### config.mk
export PLATFORM = sky130hd
export DESIGN_NAME = acc_reg
export DESIGN_NICKNAME = d
export VERILOG_FILES = /design/src/rtl/acc_reg.sv
export SDC_FILE = /design/constraint.sdc
export NUM_CORES = 1
export LEC_CHECK = 0
export BUFFER_PORTS_ARGS = -buffer_cell sky130_fd_sc_hd__buf_2
export CELL_PAD_IN_SITES_DETAIL_PLACEMENT = 1
export CELL_PAD_IN_SITES_GLOBAL_PLACEMENT = 1
export CORE_UTILIZATION = 42
export CTS_BUF_LIST = sky130_fd_sc_hd__clkbuf_2 sky130_fd_sc_hd__clkbuf_4 sky130_fd_sc_hd__clkbuf_8
export CTS_CLUSTER_DIAMETER = 30
export DETAILED_ROUTE_END_ITERATION = 10
export MAX_ROUTING_LAYER = met4
export PLACE_DENSITY = 0.92
export SYNTH_ARGS = -nofsm -noshare
export SYNTH_HDL_FRONTEND = slang
export SYNTH_SLANG_ARGS = --single-unit
### constraint.sdc
create_clock -name clk_i -period 3.4 [get_ports clk_i]
set_clock_uncertainty 0.1 [all_clocks]
set_input_delay 0.17 -clock clk_i [delete_from_list [all_inputs] [get_ports clk_i]]
set_output_delay 0.17 -clock clk_i [all_outputs]
set_load 0.1 [all_outputs]
### src/rtl/acc_reg.sv
// acc_reg: single accumulator register with load/clear/inc/dec/shift/add
// operations, plus zero, negative and carry/borrow flags.
//
// Control: wen_i is a one-cycle enable, not a handshake. Whenever wen_i is
// high on a rising clock edge, the operation on op_i is applied once on that
// edge. The result and all flags appear on the outputs after that edge. The
// register is always ready, so there is no back-pressure. When wen_i is low,
// or op_i is HOLD, q and all flags keep their values.
// rst_i is synchronous and wins over wen_i/op_i on the same edge.
module acc_reg #(
    parameter int                WIDTH     = 8,
    parameter logic [WIDTH-1:0]  RESET_VAL = '0
) (
    input  logic             clk_i,
    input  logic             rst_i,
    input  logic             wen_i,
    input  logic [2:0]       op_i,
    input  logic [WIDTH-1:0] d_i,
    input  logic             cin_i,
    output logic [WIDTH-1:0] q_o,
    output logic             z_o,
    output logic             n_o,
    output logic             c_o
);

    localparam logic [2:0] op_hold = 3'b000;
    localparam logic [2:0] op_load = 3'b001;
    localparam logic [2:0] op_clr  = 3'b010;
    localparam logic [2:0] op_inc  = 3'b011;
    localparam logic [2:0] op_dec  = 3'b100;
    localparam logic [2:0] op_shl  = 3'b101;
    localparam logic [2:0] op_shr  = 3'b110;
    localparam logic [2:0] op_add  = 3'b111;

    localparam logic [WIDTH-1:0] one      = {{(WIDTH-1){1'b0}}, 1'b1};
    localparam logic [WIDTH-1:0] all_ones = {WIDTH{1'b1}};

    logic [WIDTH-1:0] q_r;
    logic             z_r;
    logic             n_r;
    logic             c_r;

    logic [WIDTH-1:0] q_next;
    logic             c_next;
    logic             upd;
    logic [WIDTH:0]   add_sum;

    // ADD is evaluated one bit wider so the carry-out lands in the top bit.
    assign add_sum = {1'b0, q_r} + {1'b0, d_i} + {{WIDTH{1'b0}}, cin_i};

    // Next register value and carry for the selected operation.
    // upd is low for HOLD so that flags are left alone as well.
    always_comb begin
        q_next = q_r;
        c_next = c_r;
        upd    = 1'b0;
        if (wen_i) begin
            unique case (op_i)
                op_hold: begin
                    upd = 1'b0;
                end
                op_load: begin
                    upd    = 1'b1;
                    q_next = d_i;
                    c_next = 1'b0;
                end
                op_clr: begin
                    upd    = 1'b1;
                    q_next = '0;
                    c_next = 1'b0;
                end
                op_inc: begin
                    upd    = 1'b1;
                    q_next = q_r + one;
                    c_next = (q_r == all_ones);
                end
                op_dec: begin
                    upd    = 1'b1;
                    q_next = q_r - one;
                    c_next = (q_r == '0);
                end
                op_shl: begin
                    upd    = 1'b1;
                    q_next = {q_r[WIDTH-2:0], cin_i};
                    c_next = q_r[WIDTH-1];
                end
                op_shr: begin
                    upd    = 1'b1;
                    q_next = {cin_i, q_r[WIDTH-1:1]};
                    c_next = q_r[0];
                end
                op_add: begin
                    upd    = 1'b1;
                    q_next = add_sum[WIDTH-1:0];
                    c_next = add_sum[WIDTH];
                end
                default: begin
                    upd = 1'b0;
                end
            endcase
        end
    end

    // State update: reset first, then an enabled non-HOLD operation.
    // z/n are derived from the value being written, never from the old q.
    always_ff @(posedge clk_i) begin
        if (rst_i) begin
            q_r <= RESET_VAL;
            c_r <= 1'b0;
            z_r <= (RESET_VAL == '0);
            n_r <= RESET_VAL[WIDTH-1];
        end else if (upd) begin
            q_r <= q_next;
            c_r <= c_next;
            z_r <= (q_next == '0);
            n_r <= q_next[WIDTH-1];
        end
    end

    assign q_o = q_r;
    assign z_o = z_r;
    assign n_o = n_r;
    assign c_o = c_r;

endmodule

==> qor.csv <==
stage,metric,value,unit
clock_network,cts_resized,0,
drt,drc,0,
global_routing,grt_pass1_wl,8.314,mm
clock_network,clkSlewWorstSetupHoldPaths,0.07,ns
place,port_buffers,25,
worst_setup_path,path_delay_family,simple AND/OR/NAND/NOR gates,
drt,drt_pass1_iterations,4,
hold_path,hold_start,rst_i,
floorplan,io_pins,26,
worst_setup_path,crit_path_max_fanout,20,
worst_setup_path,slowest_stage,or4_1,
worst_setup_path,end_kind,flip-flop,
clock_network,root_buffer,clkbuf_4,
drt,met1_length,2.149,mm
drt,dr_total_vias,1709,
drt,highest_layer,met4,
worst_setup_path,critPathKind,primary input to flip-flop,
worst_setup_path,crit_path_cell_trace,buf_2 -> nand2b_1 -> nor2_1 -> ha_1 -> xnor2_1 -> a21boi_0 -> or4_1 -> o21ai_0 -> and3_1 -> nand4_2 -> o31ai_2,
floorplan,die_h,62.41,µm
floorplan,std_cell_rows,21,
worst_setup_path,r2r_start,q_o[0]$_SDFFE_PP0P_,
yosys,ys_warn_count,0,
power_and_ir_drop,vdd_drop_max,0.2373,mV
cells_and_area,syn_to_final_growth,10.78,%
cells_and_area,fin_util,0.4971,
drt,postRouteAntennaNets,0,
clock_network,cts_sinks,10,
cells_and_area,antenna_cells,0,
yosys,yosysUniqueCellTypes,56,
global_routing,grt_usage,0.2716,
status,status,finished clean,
clock_network,cts_setup_buffers,0,
floorplan,dieArea,3895,µm²
yosys,synth.avg_cell_area,7.369,µm²
sta,fin_crit,2.769,ns
drt,drt_iter0_markers,61,
floorplan,core_area,3416,µm²
run,maxCapViolations,0,
yosys,ys.flop_type,dfxtp_1,
floorplan,initial_core_util,0.4487,
worst_setup_path,cp.arrival,2.86,ns
sta,fmax,0.3611,GHz
power_and_ir_drop,p_per_area,320.1,nW/µm²
sta,period_share,0.8144,
yosys,synth_commonest_cells,"a21oi_1 (24), nor2_1 (24), ha_1 (13), nand2_1 (13), dfxtp_1 (10)",
place,gp_congestion,0.9320,
place,dpl.hpwl,4.012,mm
drt,wl_met2,2.441,mm
sta,slew_headroom,0.6775,
sta,drv_slew,0,
drt,post_drt_wl_per_cell,18.04,µm
yosys,synth_top_area_frac,0.1306,
hold_path,min_path_type,primary input to flip-flop,
yosys,synthesis.nets,239,
sta,fin_tns_setup,0,ns
global_routing,grt_overflow,0,
global_routing,grt_pass1_vias,1793,
yosys,synth_area_leaders,"dfxtp_1 (13%), ha_1 (11%), a21oi_1 (7.8%)",
yosys,synth_cells,208,
power_and_ir_drop,p_leak,0.7595,nW
yosys,synthArstFlopShare,0,
clock_network,cts.htree.levels,1,
sta,tightest_slew,0.4823,ns
drt,viasPerCell,6.237,
clock_network,clkLatencyLatePin,0.27,ns
worst_setup_path,crit_required,3.49,ns
worst_setup_path,cp_slowest_stage_delay,0.55,ns
clock_network,numCtsBuffers,3,
sta,finalSetupViolCount,0,
drt,route.met3.wl,238,µm
worst_setup_path,critical_path.startpoint,op_i[2],
worst_setup_path,start_kind,primary input,
sta,rsz0062_at_grt,false,
yosys,yosysSeqAreaShare,0.1306,
sta,hold_viol_final,0,
cells_and_area,final_nets,261,
clock_network,tritoncts,built,
global_routing,grt_start_max_net_pins,27,
cells_and_area,drive_above_1_share,0.1798,
yosys,synth_largest_area_cell,dfxtp_1,
floorplan,dieWidth,62.41,µm
yosys,synthesis.area,1533,µm²
yosys,synth_edf_count,0,
yosys,ys_ff_latch,10,
clock_network,clock_path_buffers,2,
worst_setup_path,critPathBufInv,1,
clock_network,hold_buffers,0,
global_routing,antenna_found_initial,0,
drt,wl,4.942,mm
==> worst register-to-register path, stage by stage, from the launching register on <==
cell	delay, ns
dfxtp_1	0.32
buf_4	0.17
fa_1	0.47
xnor2_1	0.22
a21boi_0	0.12
or4_1	0.55
o21ai_0	0.12
and3_1	0.21
nand4_2	0.10
o31ai_2	0.19
==> path summary, 6_finish.rpt <==
check        cells after the start  slack, ns                   to
max reg2reg                      9       0.74     z_o$_SDFFE_PP1P_
min                              2       0.11  q_o[7]$_SDFFE_PP0P_
min reg2reg                      2       0.42     z_o$_SDFFE_PP1P_
max                             11       0.63     z_o$_SDFFE_PP1P_
==> where the power goes <==
group          switching (mW)  internal [mW]
Combinational           0.215         0.0997
Clock                  0.0427         0.0410
Sequential             0.0188          0.127
Total                   0.276          0.267
==> cells in the final DEF, fill, tap and decap left out, types with 9 or more instances in the layout <==
master	count
a21oi_1	24
nor3_1	9
buf_2	25
nor2_1	24
dfxtp_1	10
nand2_1	13
inv_1	9
ha_1	13
==> flip-flops by register name, summed over array words and instances, names as in the netlist <==
| signal | count |
|---|---|
| q_o | 8 |
| c_o | 1 |
| z_o | 1 |
==> per-stage QoR <==
stage / total power [mW] / instance area, µm² / std cells / setup WS, ns / hold slack, ns
3_3_place_gp: 0.4475 / 1675 / 271 / 0.5721 / 0.3698
6_report: 0.5435 / 1698 / 274 / 0.6309 / 0.1056
2_1_floorplan: 0.3869 / 1533 / 208 / 0.1597 / 0.2896
3_5_place_dp: 0.4592 / 1675 / 271 / 0.3970 / 0.3858
4_1_cts: 0.5417 / 1698 / 274 / 0.6573 / 0.1088
5_1_grt: 0.5760 / 1698 / 274 / 0.4492 / 0.1231
==> kinds of logic (layout without fill, tap and decap cells) <==
logic type	Yosys count	count (layout)	share of synthesized area
xor gates and xnor gates	6	6	0.03429
AOI/OAI and AO/OA	74	74	0.3331
and+or+nand+nor	75	75	0.2531
adders and majority gates	16	16	0.1453
DFF	10	10	0.1306
buffers and inverters	22	42	0.07020
muxes	5	5	0.03347
==> metal layers <==
metal	vias to the layer above	global-route usage
met5	-	-
met4	0	0.09593
met3	15	0.02555
met2	54	0.4674
met1	821	0.3285
li1	819	-
==> area by class of cell <==
cell class | count | area, µm²
multi-input cells | 176 | 1225
inverters | 10 | 37.54
flip-flops and latches | 10 | 200.2
clock buffers | 3 | 22.52
repair buffers | 29 | 155.1
fillers | 468 | 1718
well taps | 46 | 57.56
No activity file was read; power rests on OpenSTA's default activity.
